### config.mk
export PLATFORM = sky130hd
export DESIGN_NAME = unidade_controle
export DESIGN_NICKNAME = d
export VERILOG_FILES = /design/src/rtl/unidade_controle_pkg.sv /design/src/rtl/unidade_controle_dec3to8.sv /design/src/rtl/unidade_controle.sv
export SDC_FILE = /design/constraint.sdc
export NUM_CORES = 1
export LEC_CHECK = 0
export ABC_CLOCK_PERIOD_IN_PS = 5650
export BUFFER_PORTS_ARGS = -buffer_cell sky130_fd_sc_hd__buf_2
export CAP_MARGIN = 20
export CORE_MARGIN = 4
export CORE_UTILIZATION = 50
export DETAILED_ROUTE_END_ITERATION = 8
export GPL_ROUTABILITY_DRIVEN = 1
export PLACE_DENSITY_LB_ADDON = 0.15
export SYNTH_ARGS = -nofsm -noshare
export SYNTH_HDL_FRONTEND = slang
export SYNTH_SLANG_ARGS = --single-unit
### constraint.sdc
create_clock -name Clock -period 5.65 [get_ports Clock]
set_input_delay 1.13 -clock Clock [delete_from_list [all_inputs] [get_ports Clock]]
set_output_delay 1.13 -clock Clock [all_outputs]
set_load 0.03 [all_outputs]
### src/rtl/unidade_controle_pkg.sv
// unidade_controle_pkg: opcodes, FSM states and register indices shared by the control unit
package unidade_controle_pkg;
  typedef enum logic [2:0] {F0, F1, F2, E1, E2, E3} state_t;
  localparam logic [2:0] OP_MV   = 3'd0;
  localparam logic [2:0] OP_MVI  = 3'd1;
  localparam logic [2:0] OP_ADD  = 3'd2;
  localparam logic [2:0] OP_SUB  = 3'd3;
  localparam logic [2:0] OP_LD   = 3'd4;
  localparam logic [2:0] OP_ST   = 3'd5;
  localparam logic [2:0] OP_MVNZ = 3'd6;
  localparam logic [2:0] OP_NOP  = 3'd7;
  localparam logic [2:0] PC_IDX  = 3'd7;
endpackage

### src/rtl/unidade_controle_dec3to8.sv
// dec3to8: 3-bit index to one-hot 8 with enable
module dec3to8 (
  input  logic       en,
  input  logic [2:0] sel,
  output logic [7:0] y
);
  assign y = en ? 8'b1 << sel : 8'b0;
endmodule

### src/rtl/unidade_controle.sv
// unidade_controle: multicycle fetch/execute sequencer for the 16-bit datapath
module unidade_controle
  import unidade_controle_pkg::*;
(
  input  logic        Clock,
  input  logic        Resetn,
  input  logic        Run,
  input  logic [15:0] DIN,
  input  logic        GNZ,
  output logic        IRin,
  output logic        IncrPc,
  output logic [7:0]  R_in,
  output logic [7:0]  R_out,
  output logic        DINout,
  output logic        Gout,
  output logic        Ain,
  output logic        Gin,
  output logic        AddSub,
  output logic        ADDRin,
  output logic        DOUTin,
  output logic        W_D,
  output logic        Done
);
  state_t state, next;
  logic [8:0] ir;
  logic [2:0] op, x, y, ro_sel, ri_sel;
  logic ro_en, ri_en;
  logic unused_din;
  assign unused_din = ^DIN[6:0];
  assign op = ir[8:6];
  assign x  = ir[5:3];
  assign y  = ir[2:0];
  dec3to8 u_rin  (.en(ri_en), .sel(ri_sel), .y(R_in));
  dec3to8 u_rout (.en(ro_en), .sel(ro_sel), .y(R_out));
  always_comb begin
    next = state;
    {IRin, IncrPc, DINout, Gout, Ain, Gin, AddSub, ADDRin, DOUTin, W_D, Done} = '0;
    ro_en = 1'b0;
    ro_sel = PC_IDX;
    ri_en = 1'b0;
    ri_sel = x;
    case (state)
      F0: if (Run) begin
        ro_en = 1'b1;
        ADDRin = 1'b1;
        IncrPc = 1'b1;
        next = F1;
      end
      F1: next = F2;
      F2: begin
        IRin = 1'b1;
        next = E1;
      end
      E1: begin
        next = E2;
        case (op)
          OP_MV: begin
            ro_en = 1'b1; ro_sel = y; ri_en = 1'b1; Done = 1'b1; next = F0;
          end
          OP_MVI: begin
            ro_en = 1'b1; ADDRin = 1'b1; IncrPc = 1'b1;
          end
          OP_ADD, OP_SUB: begin
            ro_en = 1'b1; ro_sel = x; Ain = 1'b1;
          end
          OP_LD, OP_ST: begin
            ro_en = 1'b1; ro_sel = y; ADDRin = 1'b1;
          end
          OP_MVNZ: begin
            ro_en = GNZ; ro_sel = y; ri_en = GNZ; Done = 1'b1; next = F0;
          end
          default: begin
            Done = 1'b1; next = F0;
          end
        endcase
      end
      E2: begin
        next = E3;
        if (op == OP_ADD || op == OP_SUB) begin
          ro_en = 1'b1; ro_sel = y; Gin = 1'b1; AddSub = op[0];
        end else if (op == OP_ST) begin
          ro_en = 1'b1; ro_sel = x; DOUTin = 1'b1;
        end
      end
      E3: begin
        next = F0;
        Done = 1'b1;
        DINout = op == OP_MVI || op == OP_LD;
        Gout = op == OP_ADD || op == OP_SUB;
        ri_en = DINout || Gout;
        W_D = op == OP_ST;
      end
      default: next = F0;
    endcase
  end
  always_ff @(posedge Clock or posedge Resetn)
    if (Resetn) begin
      state <= F0;
      ir <= '0;
    end else begin
      state <= next;
      if (IRin) ir <= DIN[15:7];
    end
endmodule

Word-level counts from Yosys, hierarchy flattened
Index checks and enable logic that the tools add are counted.
{"block": "totals", "register_bits": 12, "inputBits": 20, "wordCells": 60}
{"block": "classes", "n_eq_ne": 12, "shift": 2, "n_mux": 34, "reduce_logical": 10}
{"cell": "$mux 1", "count": 18}
{"cell": "$mux 8", "count": 2}
{"cell": "$shl 1x3->8 const A", "count": 2}
{"cell": "$eq 3x3->1 const B", "count": 5}
{"cell": "$pmux 3 s5", "count": 1}
{"cell": "$eq 3x2->1 const B", "count": 4}
{"cell": "$mux 3", "count": 4}
{"cell": "$pmux 1 s2", "count": 6}
{"cell": "$pmux 3 s2", "count": 2}
{"cell": "$eq 3x1->1 const B", "count": 2}
{"cell": "$logic_not 3->1", "count": 2}
{"cell": "$reduce_or 6->1", "count": 1}
{"cell": "$reduce_or 5->1", "count": 1}
{"cell": "$reduce_or 4->1", "count": 1}
{"cell": "$logic_or 1x1->1", "count": 3}
{"cell": "$pmux 1 s3", "count": 1}
{"cell": "$reduce_or 3->1", "count": 1}
{"cell": "$ne 2x2->1 const B", "count": 1}
{"cell": "$reduce_or 2->1", "count": 1}

Logic depth before layout (Yosys ltp)
Gate-level depths: netlist (run 1).
{"block": "logic_depth", "ltp_word": 6, "ltp_mapped": 7, "depth_no_buf": 5}

Hierarchy
Synthesis (run 1) repeated with hierarchy kept, for this count alone.
{"block": "hier_totals", "hier_cells": 116, "hier_area_um2": 1081.0}
{"mod": "unidade_controle", "n_inst": 1, "cells_each": 100, "area_per_inst_um2": 890.9}
{"mod": "dec3to8", "n_inst": 2, "cells_each": 8, "area_per_inst_um2": 95.1}

Worst setup path after synthesis (run 1)
Ideal clock, no wire load.
{"block": "synth_path", "kind": "input to output", "from": "in Run", "to": "out R_out[5]", "t_arrival_ns": 2.864, "t_required_ns": 4.520, "setup_slack_ns": 1.656, "stages": 4, "path_cell_list": "or4b_1 > o211ai_1 > nand2_1 > nor4bb_1"}
{"block": "synth_between", "elab_chain_cells": 3}
{"item": "start, declared", "line": "unidade_controle.sv:7", "rtl": "input logic Run,"}
{"item": "$mux 1", "line": "unidade_controle.sv:43", "rtl": "F0: if (Run) begin"}
{"item": "$pmux 1 s3", "line": "unidade_controle.sv:42", "rtl": "case (state)"}
{"item": "$mux 8", "line": "unidade_controle_dec3to8.sv:7", "rtl": "assign y = en ? 8'b1 << sel : 8'b0;"}
{"item": "end, declared", "line": "unidade_controle.sv:13", "rtl": "output logic [7:0] R_out,"}
No other way between the ends.

Worst setup path after layout (run 1)
{"block": "layout_path", "from": "reg ir[8]", "to": "out R_out[4]"}
{"block": "layout_between", "elab_chain_cells": 6}
{"item": "start, declared", "line": "unidade_controle.sv:25", "rtl": "logic [8:0] ir;"}
{"item": "start signal, assigned", "line": "unidade_controle.sv:102", "rtl": "if (IRin) ir <= DIN[15:7];"}
{"item": "$eq 3x3->1, or another cell as far along", "line": "unidade_controle.sv:56, unidade_controle.sv:81"}
{"item": "$reduce_or 4->1 (no line), or another cell as far along"}
{"item": "$pmux 3 s2 / $mux 3 (equally long branches)", "line": "unidade_controle.sv:56, unidade_controle.sv:79"}
{"item": "$pmux 3 s2", "line": "unidade_controle.sv:42"}
{"item": "$shl 1x3->8", "line": "unidade_controle_dec3to8.sv:7"}
{"item": "$mux 8 (*)", "line": "unidade_controle_dec3to8.sv:7"}
Every way passes the cells marked *; elsewhere a longest branch is shown, timed or not.

==> reports/qor.yml, run 1 <==
power_and_ir_drop:
  p_per_area_mw_per_mm2: 575
  cellLeakagePower_nw: 0.588
  p_total_mw: 0.716
  vdd.ir_drop.worst_v: 0.000409
final_layout:
  diodes: 0
  fillCellCount: 197
  nets: 181
  finish.utilization_pct: 63.5
  layout.cells.non_filler: 187
  drive_above_1_share_pct: 36.3
  area_growth_pct: 20.7
placed_design:
  post-place-ws_ns: 1.98
  routabilityCongestion: 0.858
  portBuffers: 39
  post-dp-hpwl_um: 1890
  dpl.cell_count: 183
clocking:
  cts_sinks: 12
  cts_resized: 0
  postCtsSetupBuffers: 0
  cts_buffer_depth: 2
  cts_hold_buf: 0
  cts_made_buffers: 3
  cts_tree: "done"
  path_clk_slew_ns: 0.07
  insertion_delay_ns: 0.27
  cts-root-buf: "clkbuf_4"
  h-tree-depth: 1
synth:
  netlist.top_cell.by_area: "dfrtp_1"
  synth_cell_types: 43
  synth_area_leaders: "dfrtp_1 29%, mux2_2 7.6%, nor2_1 6.5%, nand2b_1 4.2%, a21oi_1 3.4%"
  synth_top_flop_cell: "dfrtp_1"
  synth_warnings: 0
  ys_ff_latch: 12
  synth_top_area_share_pct: 29.1
  synth_edf_count: 0
  avgSynthCellArea_sq_um: 8.13
  postSynthCellCount: 127
  asyncSetResetFlopFracSynth_pct: 100
  synth-seq-area-share_pct: 29.1
  synth_fp_nets: 147
  synth_area_sq_mm: 0.00103
die:
  core_sq_mm: 0.00196
  row_count: 16
  dieArea_sq_mm: 0.00286
  die_y_um: 53.4
  ioPinCount: 47
  floorplan.initialDensity_pct: 52.6
  die_w_um: 53.4
global_route:
  grt.total_usage_pct: 19.2
  grt_pass1_vias: 866
  grt_max_degree: 18
  grt_overflow: 0
  antenna_found_initial: 0
  grt_pass1_wl_um: 3970
critical_path:
  worst-endpoint-required_ns: 4.52
  startpoint: "ir[8]"
  max_stage_delay_ns: 0.56
  crit_path_end_kind: "primary output"
  crit-reg2reg-launch: "state[2]"
  critPathLaunchType: "register"
  r2r_end: "ir[3]"
  cpMaxStageDelayCell: "dfrtp_1"
  ff2ff_path_depth: 3
  cp-endpoint: "R_out[4]"
  critPathArrivalTime_ns: 2.58
  reg2reg_slack_ns: 3.82
  crit_type: "reg -> out"
  path_max_fanout: 16
  critical_path.cell_chain: "nand2b_1 > a222oi_1 > o21ai_1 > a22o_2 > nor4b_2 > buf_2"
sta:
  slew_viol_final: 0
  tns_ns: 0
  setup_violations: 0
  max_slew.worst_pin.slew_ns: 0.806
  finalHoldViolCount: 0
  relSlewSlack_pct: 46.1
  post-route-min-period_ns: 3.71
  setup_ws_ns: 1.94
  max_freq_mhz: 270
  rsz0062_at_grt: "false"
  skew_ns: 0.00138
  finalCritPeriodShare_pct: 65.7
drt:
  detail-route-antenna-nets: 0
  vias_per_cell: 5.43
  drc: 0
  first_pass_iters: 5
  wl_um: 2430
  drtIter0Drc: 32
  wl_per_cell_um: 13.0
  vias: 1015
flow_run:
  maxCapViolCount: 0
hold_path:
  hp-start: "state[2]"
  hold_path_class: "reg -> reg"
run_status:
  status: "complete, no violations"
where the power goes:
group	total, mW	internal, mW	switching [mW]
sequential	0.224	0.128	0.0961
combinational	0.427	0.182	0.245
clock	0.0649	0.0392	0.0257
total	0.716	0.350	0.366
metrics by stage:
stage	hold WS, ns	instance area (sq um)
floorplan	0.505	1030
global placement	0.555	1210
detailed placement	0.560	1210
CTS	0.579	1250
global route	0.607	1250
finish	0.581	1250
final cells by class:
class	instances	area, sq um	area share, %
clock buffers	4	36.3	2.91
inverters	5	18.8	1.51
multi-input cells	100	662	53.1
flip-flops and latches	12	300	24.1
well taps	27	33.8	2.71
repair buffers	39	195	15.7
synthesized netlist by cell type, drive strengths merged (3+ instances only):
cell and instances:
a21oi 7, buf 7, clkbuf 3, dfrtp 12, inv 5, mux2 7, nand2 8, nand2b 7
nor2 18, nor3 7, nor3b 3, o21ai 6, xnor2 3
kinds of logic after synthesis:
| group | count (synthesis) | synth area share (%) |
|---|---|---|
| mux | 7 | 7.64 |
| simple gates | 58 | 32.4 |
| compound gates | 32 | 21.6 |
| flops | 12 | 29.1 |
| buf+inv | 15 | 6.79 |
| xor+xnor | 3 | 2.55 |
metal layers:
| layer | part of all wire, % | up-vias | track usage (%) |
|---|---|---|---|
| met2 | 44 | 36 | 28.8 |
| met1 | 47 | 450 | 26.0 |
| met4 | 0.95 | 0 | 10.2 |
| li1 | - | 527 | - |
| met3 | 7.4 | 2 | 3.10 |
| met5 | 0 | - | 0 |
cells in the final DEF, fill, tap and decap left out, drive strengths merged, types with 3 or more instances in the layout:
cell and n:
clkbuf 4, nor3b 3, nand2b 7, inv 5
dfrtp 12, o21ai 6, a21oi 7, nor2 18
buf 39, nand2 8, mux2 7, nor3 7
xnor2 3
sequential cells by signal (all words and copies together), names as in the netlist:
| signal | count |
|---|---|
| state | 3 |
| ir | 9 |
worst min path at each step:
stage / to / slack [ns] / cells past startpoint
2_1_floorplan: ir[2] / 0.50 / 1
3_3_place_gp: ir[2] / 0.56 / 1
3_5_place_dp: ir[2] / 0.56 / 1
4_1_cts: state[1] / 0.58 / 1
5_1_grt: ir[1] / 0.61 / 2
6_report: state[1] / 0.58 / 1
critical path, delay by kind of cell (launching register included):
family,cells,cell delay (ns)
AND/OR/NAND/NOR,2,0.63
buffers and inverters,1,0.23
flip-flops,1,0.56
AO/OA/AOI/OAI,3,0.89
(Power assumes the default switching activity.)
==> run 2: changes to the inputs <==
--- a/config.mk
+++ b/config.mk
@@ -5,11 +5,12 @@
 export SDC_FILE = /design/constraint.sdc
 export NUM_CORES = 1
 export LEC_CHECK = 0
-export ABC_CLOCK_PERIOD_IN_PS = 5650
+export ABC_AREA = 1
+export ABC_CLOCK_PERIOD_IN_PS = 3300
 export BUFFER_PORTS_ARGS = -buffer_cell sky130_fd_sc_hd__buf_2
 export CAP_MARGIN = 20
 export CORE_MARGIN = 4
-export CORE_UTILIZATION = 50
+export CORE_UTILIZATION = 42
 export DETAILED_ROUTE_END_ITERATION = 8
 export GPL_ROUTABILITY_DRIVEN = 1
 export PLACE_DENSITY_LB_ADDON = 0.15
==> constraint.sdc (replaced) <==
create_clock -name Clock -period 3.3 [get_ports Clock]
set_input_delay 0.66 -clock Clock [delete_from_list [all_inputs] [get_ports Clock]]
set_output_delay 0.66 -clock Clock [all_outputs]
set_load 0.03 [all_outputs]
==> reports/qor.yml, run 2 <==
critical_path:
  cp_num_buf_inv: 2  # was 1
  crit_path_end_kind: "primary output"  # unchanged
  max_stage_delay_ns: 0.48  # was 0.56 ns
  reg2reg_slack_ns: 2.13  # was 3.82 ns
  startpoint: "ir[7]"  # was ir[8]
  critical_path.cell_chain: "inv_2 > nand2_1 > nor2_1 > nand2_1 > nand2_1 > nand2_1 > nor2_2 > nand2_1 > nor2_1 > buf_2"  # was nand2b_1 > a222oi_1 > o21ai_1 > a22o_2 > nor4b_2 > buf_2
  crit_type: "reg -> out"  # unchanged
  path_max_fanout: 7  # was 16
  cp-endpoint: "R_out[4]"  # unchanged
  critPathArrivalTime_ns: 1.82  # was 2.58 ns
  cp.depth: 10  # was 6
  cpMaxStageDelayCell: "dfrtp_1"  # unchanged
  crit-reg2reg-launch: "state[2]"  # unchanged
  critPathLaunchType: "register"  # unchanged
  cp_top_family: "simple AND/OR/NAND/NOR gates"  # was compound AO/OA/AOI/OAI gates
  cpMostUsedCell: "nand2_1"
  ff2ff_path_depth: 4  # was 3
  r2r_end: "ir[2]"  # was ir[3]
  worst-endpoint-required_ns: 2.64  # was 4.52 ns
drt:
  wl_per_cell_um: 11.4  # was 13.0 um
  drtIter0Drc: 35  # was 32
  vias_per_cell: 4.96  # was 5.43
  vias: 1161  # was 1,015
  drc: 0  # unchanged
  first_pass_iters: 4  # was 5
  detail-route-antenna-nets: 0  # unchanged
  wl_um: 2660  # was 2430 um
synth:
  synth_fp_nets: 185  # was 147
  ys_ff_latch: 12  # unchanged
  synth-seq-area-share_pct: 29.5  # was 29.1%
  netlist.top_cell.by_area: "dfrtp_1"  # unchanged
  synth_area_leaders: "dfrtp_1 30%, nand2_1 18%, nor2_1 9.2%, nand3_1 7.9%, inv_1 6.3%"  # was dfrtp_1 29%, mux2_2 7.6%, nor2_1 6.5%, nand2b_1 4.2%, a21oi_1 3.4%
  avgSynthCellArea_sq_um: 6.17  # was 8.13 sq um
  synth_edf_count: 0  # unchanged
  synth_area_sq_mm: 0.00102  # was 0.00103 sq mm
  synth_top_area_share_pct: 29.5  # was 29.1%
  post-synth-top-count-cell: "nand2_1"  # was nor2_1
  synthTopCellsByCount: "49 x nand2_1, 25 x nor2_1, 17 x inv_1"  # was 18 x nor2_1, 12 x dfrtp_1
  synth_cell_types: 22  # was 43
  synth_top_flop_cell: "dfrtp_1"  # unchanged
  asyncSetResetFlopFracSynth_pct: 100  # unchanged
  synth_warnings: 0  # unchanged
  postSynthCellCount: 165  # was 127
clocking:
  cts_sinks: 12  # unchanged
  path_clk_slew_ns: 0.07  # about the same
  insertion_delay_ns: 0.26  # was 0.27 ns
  cts_made_buffers: 3  # unchanged
  cts_hold_buf: 0  # unchanged
  cts-root-buf: "clkbuf_4"  # unchanged
  postCtsSetupBuffers: 0  # unchanged
  cts_buffer_depth: 2  # unchanged
  cts_tree: "done"  # unchanged
  cts_resized: 0  # unchanged
  h-tree-depth: 1  # unchanged
final_layout:
  fillCellCount: 234  # was 197
  regMostFlops: "ir"  # unchanged
  largest_reg_flops: 9  # unchanged
  final_cell_mix: "49 x nand2_1, 39 x buf_2, 25 x nor2_1"  # was 39 x buf_2, 18 x nor2_1, 12 x dfrtp_1
  final_common_cell: "nand2_1"  # was buf_2
  finish.instance_area_sq_mm: 0.00126  # was 0.00125 sq mm
  top_regs: "ir x9, state x3"  # unchanged
  diodes: 0  # unchanged
  nets: 228  # was 181
  multi_input_area_sq_um: 622  # was 662 sq um
  area_growth_pct: 24.4  # was 20.7%
  regArea_sq_um: 300  # unchanged
  drive_above_1_share_pct: 29.6  # was 36.3%
power_and_ir_drop:
  clockPowerShare_pct: 7.0  # was 9.1%
  combPwrFrac_pct: 67.7  # was 59.6%
  cellLeakagePower_nw: 0.701  # was 0.588 nW
  pwr-share-seq_pct: 25.3  # was 31.3%
  p_per_area_mw_per_mm2: 956  # was 575 mW/mm^2
  p_int_mw: 0.496  # was 0.350 mW
  p_sw_mw: 0.713  # was 0.366 mW
  p_sw_share_pct: 59.0  # was 51.2%
  vdd.ir_drop.worst_v: 0.000499  # was 0.000409 V
sta:
  post-route-min-period_ns: 2.48
  finalCritPeriodShare_pct: 75.2
  max_freq_mhz: 403
  slew_viol_final: 0  # unchanged
  relSlewSlack_pct: 70.3  # was 46.1%
  rsz0062_at_grt: "false"  # unchanged
  tns_ns: 0  # unchanged
  setup_violations: 0  # unchanged
  skew_ns: 0.00558  # was 0.00138 ns
  finalHoldViolCount: 0  # unchanged
  max_slew.worst_pin.slew_ns: 0.445  # was 0.806 ns
die:
  die_y_um: 57.2  # was 53.4 um
  dieArea_sq_mm: 0.00327  # was 0.00286 sq mm
  die_w_um: 57.2  # was 53.4 um
  core_sq_mm: 0.00225  # was 0.00196 sq mm
  floorplan.initialDensity_pct: 45.1  # was 52.6%
  row_count: 17  # was 16
  ioPinCount: 47  # unchanged
global_route:
  antenna_found_initial: 0  # unchanged
  grt_max_degree: 20  # was 18
  grt.total_usage_pct: 17.2  # was 19.2%
  grt_overflow: 0  # unchanged
  grt_pass1_vias: 1087  # was 866
  grt_pass1_wl_um: 4550  # was 3970 um
placed_design:
  portBuffers: 39  # unchanged
  placed_area_sq_mm: 0.00124  # was 0.00121 sq mm
  post-dp-hpwl_um: 2190  # was 1890 um
  routabilityCongestion: 0.847  # was 0.858
hold_path:
  hold_path_class: "in -> async"  # was reg -> reg
flow_run:
  maxCapViolCount: 0  # unchanged
run_status:
  status: "complete, no violations"  # unchanged
run 2: metrics by stage:
stage	std cells	hold WS, ns	utilization, %	power, mW	worst slack [ns]
floorplan	165	0.516	-	0.934	0.911
global placement	231	0.559	55.1	1.10	1.08
detailed placement	231	0.571	55.1	1.12	1.00
CTS	234	0.393	56.1	1.21	0.827
global route	234	0.416	56.1	1.34	0.652
finish	234	0.384	56.1	1.21	0.820
run 2: layer usage:
metal	wire, um	GRT usage, %
met2	1320	29.7
met3	170	4.07
met1	1150	20.9
met5	0	0
met4	21	5.96
run 2: kinds of logic after synthesis:
kind of cell    synth area share (%)
simple gates                    48.0
compound gates                  13.2
buf+inv                         9.35
flops                           29.5
run 2: final cells by class:
class | count | share of cell area, %
multi-input cells | 129 | 49.2
flip-flops and latches | 12 | 23.7
well taps | 28 | 2.77
clock buffers | 3 | 1.78
inverters | 22 | 6.53
repair buffers | 40 | 16.0
run 2: worst min path at each step:
| stage | from | endpoint | slack, ns | depth (start not counted) |
|---|---|---|---|---|
| final | Resetn | ir[8] | 0.38 | 2 |
| after global routing | Resetn | ir[8] | 0.42 | 2 |
| after CTS | Resetn | ir[2] | 0.39 | 2 |
| after detailed placement | ir[0] | ir[0] | 0.57 | 2 |
| after global placement | ir[2] | ir[2] | 0.56 | 2 |
| after floorplan | Resetn | ir[0] | 0.52 | 1 |
run 2: power by group through the flow:
stage          registers, mW  clock network (mW)  logic [mW]
2_1_floorplan          0.280                   0       0.654
4_1_cts                0.304              0.0886       0.817
6_report               0.306              0.0842       0.819
5_1_grt                0.322              0.0989       0.915
3_3_place_gp           0.304                   0       0.791
3_5_place_dp           0.306                   0       0.814
==> run 3: changes to the inputs <==
--- a/config.mk
+++ b/config.mk
@@ -6,11 +6,11 @@
 export NUM_CORES = 1
 export LEC_CHECK = 0
 export ABC_AREA = 1
-export ABC_CLOCK_PERIOD_IN_PS = 3300
+export ABC_CLOCK_PERIOD_IN_PS = 2450
 export BUFFER_PORTS_ARGS = -buffer_cell sky130_fd_sc_hd__buf_2
 export CAP_MARGIN = 20
 export CORE_MARGIN = 4
-export CORE_UTILIZATION = 42
+export CORE_UTILIZATION = 46
 export DETAILED_ROUTE_END_ITERATION = 8
 export GPL_ROUTABILITY_DRIVEN = 1
 export PLACE_DENSITY_LB_ADDON = 0.15
==> constraint.sdc (replaced) <==
create_clock -name Clock -period 2.45 [get_ports Clock]
set_input_delay 0.49 -clock Clock [delete_from_list [all_inputs] [get_ports Clock]]
set_output_delay 0.49 -clock Clock [all_outputs]
set_load 0.03 [all_outputs]
==> reports/qor.yml, run 3 (synthesis gave the netlist of run 2 again) <==
drt:
  wl_um: 2850  # was 2660 um
  wl_per_cell_um: 12.1  # was 11.4 um
  detail-route-antenna-nets: 0  # unchanged
  vias_per_cell: 5.10  # was 4.96
  drc: 0  # unchanged
  drtIter0Drc: 52  # was 35
  first_pass_iters: 5  # was 4
  vias: 1204  # was 1,161
global_route:
  busiest_layer: "met2"  # unchanged
  grt_pass1_vias: 1029  # was 1,087
  grt_pass1_wl_um: 4450  # was 4550 um
  grt_overflow: 0  # unchanged
  grt_use_met1_pct: 25.8  # was 20.9%
  grt_max_degree: 19  # was 20
  met3_usage_pct: 3.49  # was 4.07%
  grt.total_usage_pct: 20.3  # was 17.2%
  met2_usage_pct: 36.2  # was 29.7%
  antenna_found_initial: 0  # unchanged
sta:
  slew_viol_final: 0  # unchanged
  skew_ns: 0.00654  # was 0.00558 ns
  max_freq_mhz: 431
  setup_ws_ns: 0.128  # was 0.820 ns
  finalHoldViolCount: 0  # unchanged
  relSlewSlack_pct: 69.1  # was 70.3%
  setup_violations: 0  # unchanged
  holdWs_ns: 0.209  # was 0.384 ns
  post-route-min-period_ns: 2.32
  finalCritPeriodShare_pct: 94.8
  max_slew.worst_pin.slew_ns: 0.463  # was 0.445 ns
final_layout:
  final_cell_mix: "49 x nand2_1, 37 x buf_2, 23 x nor2_1"  # was 49 x nand2_1, 39 x buf_2, 25 x nor2_1
  nets: 230  # was 228
  regArea_sq_um: 304  # was 300 sq um
  largest_reg_flops: 9  # unchanged
  final_common_cell: "nand2_1"  # unchanged
  fillCellCount: 194  # was 234
  finish.instance_area_sq_mm: 0.00131  # was 0.00126 sq mm
  area_growth_pct: 28.4  # was 24.4%
  drive_above_1_share_pct: 34.0  # was 29.6%
  diodes: 0  # unchanged
  top_regs: "ir x9, state x3"  # unchanged
  multi_input_area_sq_um: 627  # was 622 sq um
  regMostFlops: "ir"  # unchanged
critical_path:
  crit_type: "reg -> out"  # unchanged
  path_max_fanout: 8  # was 7
  worst-endpoint-required_ns: 1.96  # was 2.64 ns
  critPathLaunchType: "register"  # unchanged
  critPathArrivalTime_ns: 1.83  # was 1.82 ns
  crit_path_end_kind: "primary output"  # unchanged
power_and_ir_drop:
  vdd.ir_drop.worst_v: 0.000785  # was 0.000499 V
  p_per_area_mw_per_mm2: 1330  # was 956 mW/mm^2
  cellLeakagePower_nw: 0.711  # was 0.701 nW
  p_total_mw: 1.73  # was 1.21 mW
placed_design:
  post-dp-hpwl_um: 2290  # was 2190 um
  post-place-ws_ns: 0.427  # was 1.00 ns
  placed_area_sq_mm: 0.00124  # about the same
  routabilityCongestion: 0.856  # was 0.847
  portBuffers: 39  # unchanged
die:
  dieArea_sq_mm: 0.00303  # was 0.00327 sq mm
  die_w_um: 55.0  # was 57.2 um
  floorplan.initialDensity_pct: 50.3  # was 45.1%
  ioPinCount: 47  # unchanged
  core_sq_mm: 0.00202  # was 0.00225 sq mm
  die_y_um: 55.0  # was 57.2 um
  row_count: 16  # was 17
clocking:
  cts_buffer_depth: 2  # unchanged
  cts_tree: "done"  # unchanged
  cts-root-buf: "clkbuf_4"  # unchanged
  path_clk_slew_ns: 0.08  # was 0.07 ns
  h-tree-depth: 1  # unchanged
  insertion_delay_ns: 0.27  # was 0.26 ns
  cts_hold_buf: 0  # unchanged
  cts_sinks: 12  # unchanged
  cts_made_buffers: 3  # unchanged
hold_path:
  hold_path_class: "in -> async"  # unchanged
run_status:
  status: "complete, no violations"  # unchanged
flow_run:
  maxCapViolCount: 0  # unchanged
## run 3: cell count changes in the layout (fill, tap and decap cells not counted)
cell	previous run	this run
dfrtp_1	12	9
dfrtp_2	0	3
buf_2	39	37
buf_4	1	3
clkbuf_4	3	5
inv_1	17	15
inv_2	5	7
nor2_1	25	23
nor2_2	3	5
clkbuf_8	0	1
## run 3: path summary, 6_finish.rpt
path	start	endpoint	slack (ns)	cells after the start
max in group asynchronous	Resetn	state[1]	1.90	2
hold / removal	Resetn	ir[8]	0.21	2
setup / recovery	state[0]	R_in[2]	0.13	6
setup reg to reg	state[2]	ir[8]	1.24	4
min in group Clock	DIN[14]	ir[7]	0.42	3
hold reg to reg	ir[2]	ir[2]	0.57	2
## run 3: per-layer routing
layer / share of wire [%] / routed length (um)
met5: 0 / 0
met4: 0.39 / 11
met3: 6.5 / 186
met2: 52 / 1480
met1: 41 / 1170
## run 3: critical path, cell delays in order (launching register included)
cell and delay [ns]:
dfrtp_1 0.41, nand2_1 0.12, nor2_4 0.18, buf_4 0.15
nand3_1 0.24, a21oi_1 0.23, buf_2 0.22
## run 3: cell type report
cell class	instances	area share, %
Multi-Input combinational cell	129	48.0
Timing Repair Buffer	42	17.0
Sequential cell	12	23.3
Inverter	22	6.32
Tap cell	27	2.59
Clock buffer	4	2.78
## run 3: stage by stage
stage | setup TNS [ns] | cells | util, %
final | 0 | 236 | 64.6
after global routing | -0.00318 | 236 | 64.6
after CTS | 0 | 234 | 63.2
after detailed placement | 0 | 230 | 61.4
after global placement | 0 | 230 | 61.4
after floorplan | 0 | 165 | -
## run 3: repair_timing
action,4_1_cts,5_1_grt
setup buffers,0,2
endpoints found under the hold margin,0,0
endpoints found under the setup margin,0,6
resized for setup,0,9
## run 3: power breakdown
| part | total (mW) | switching (mW) | internal, mW |
|---|---|---|---|
| clock network | 0.157 | 0.0662 | 0.0903 |
| registers | 0.424 | 0.124 | 0.299 |
| logic | 1.15 | 0.809 | 0.344 |
| total | 1.73 | 0.999 | 0.734 |
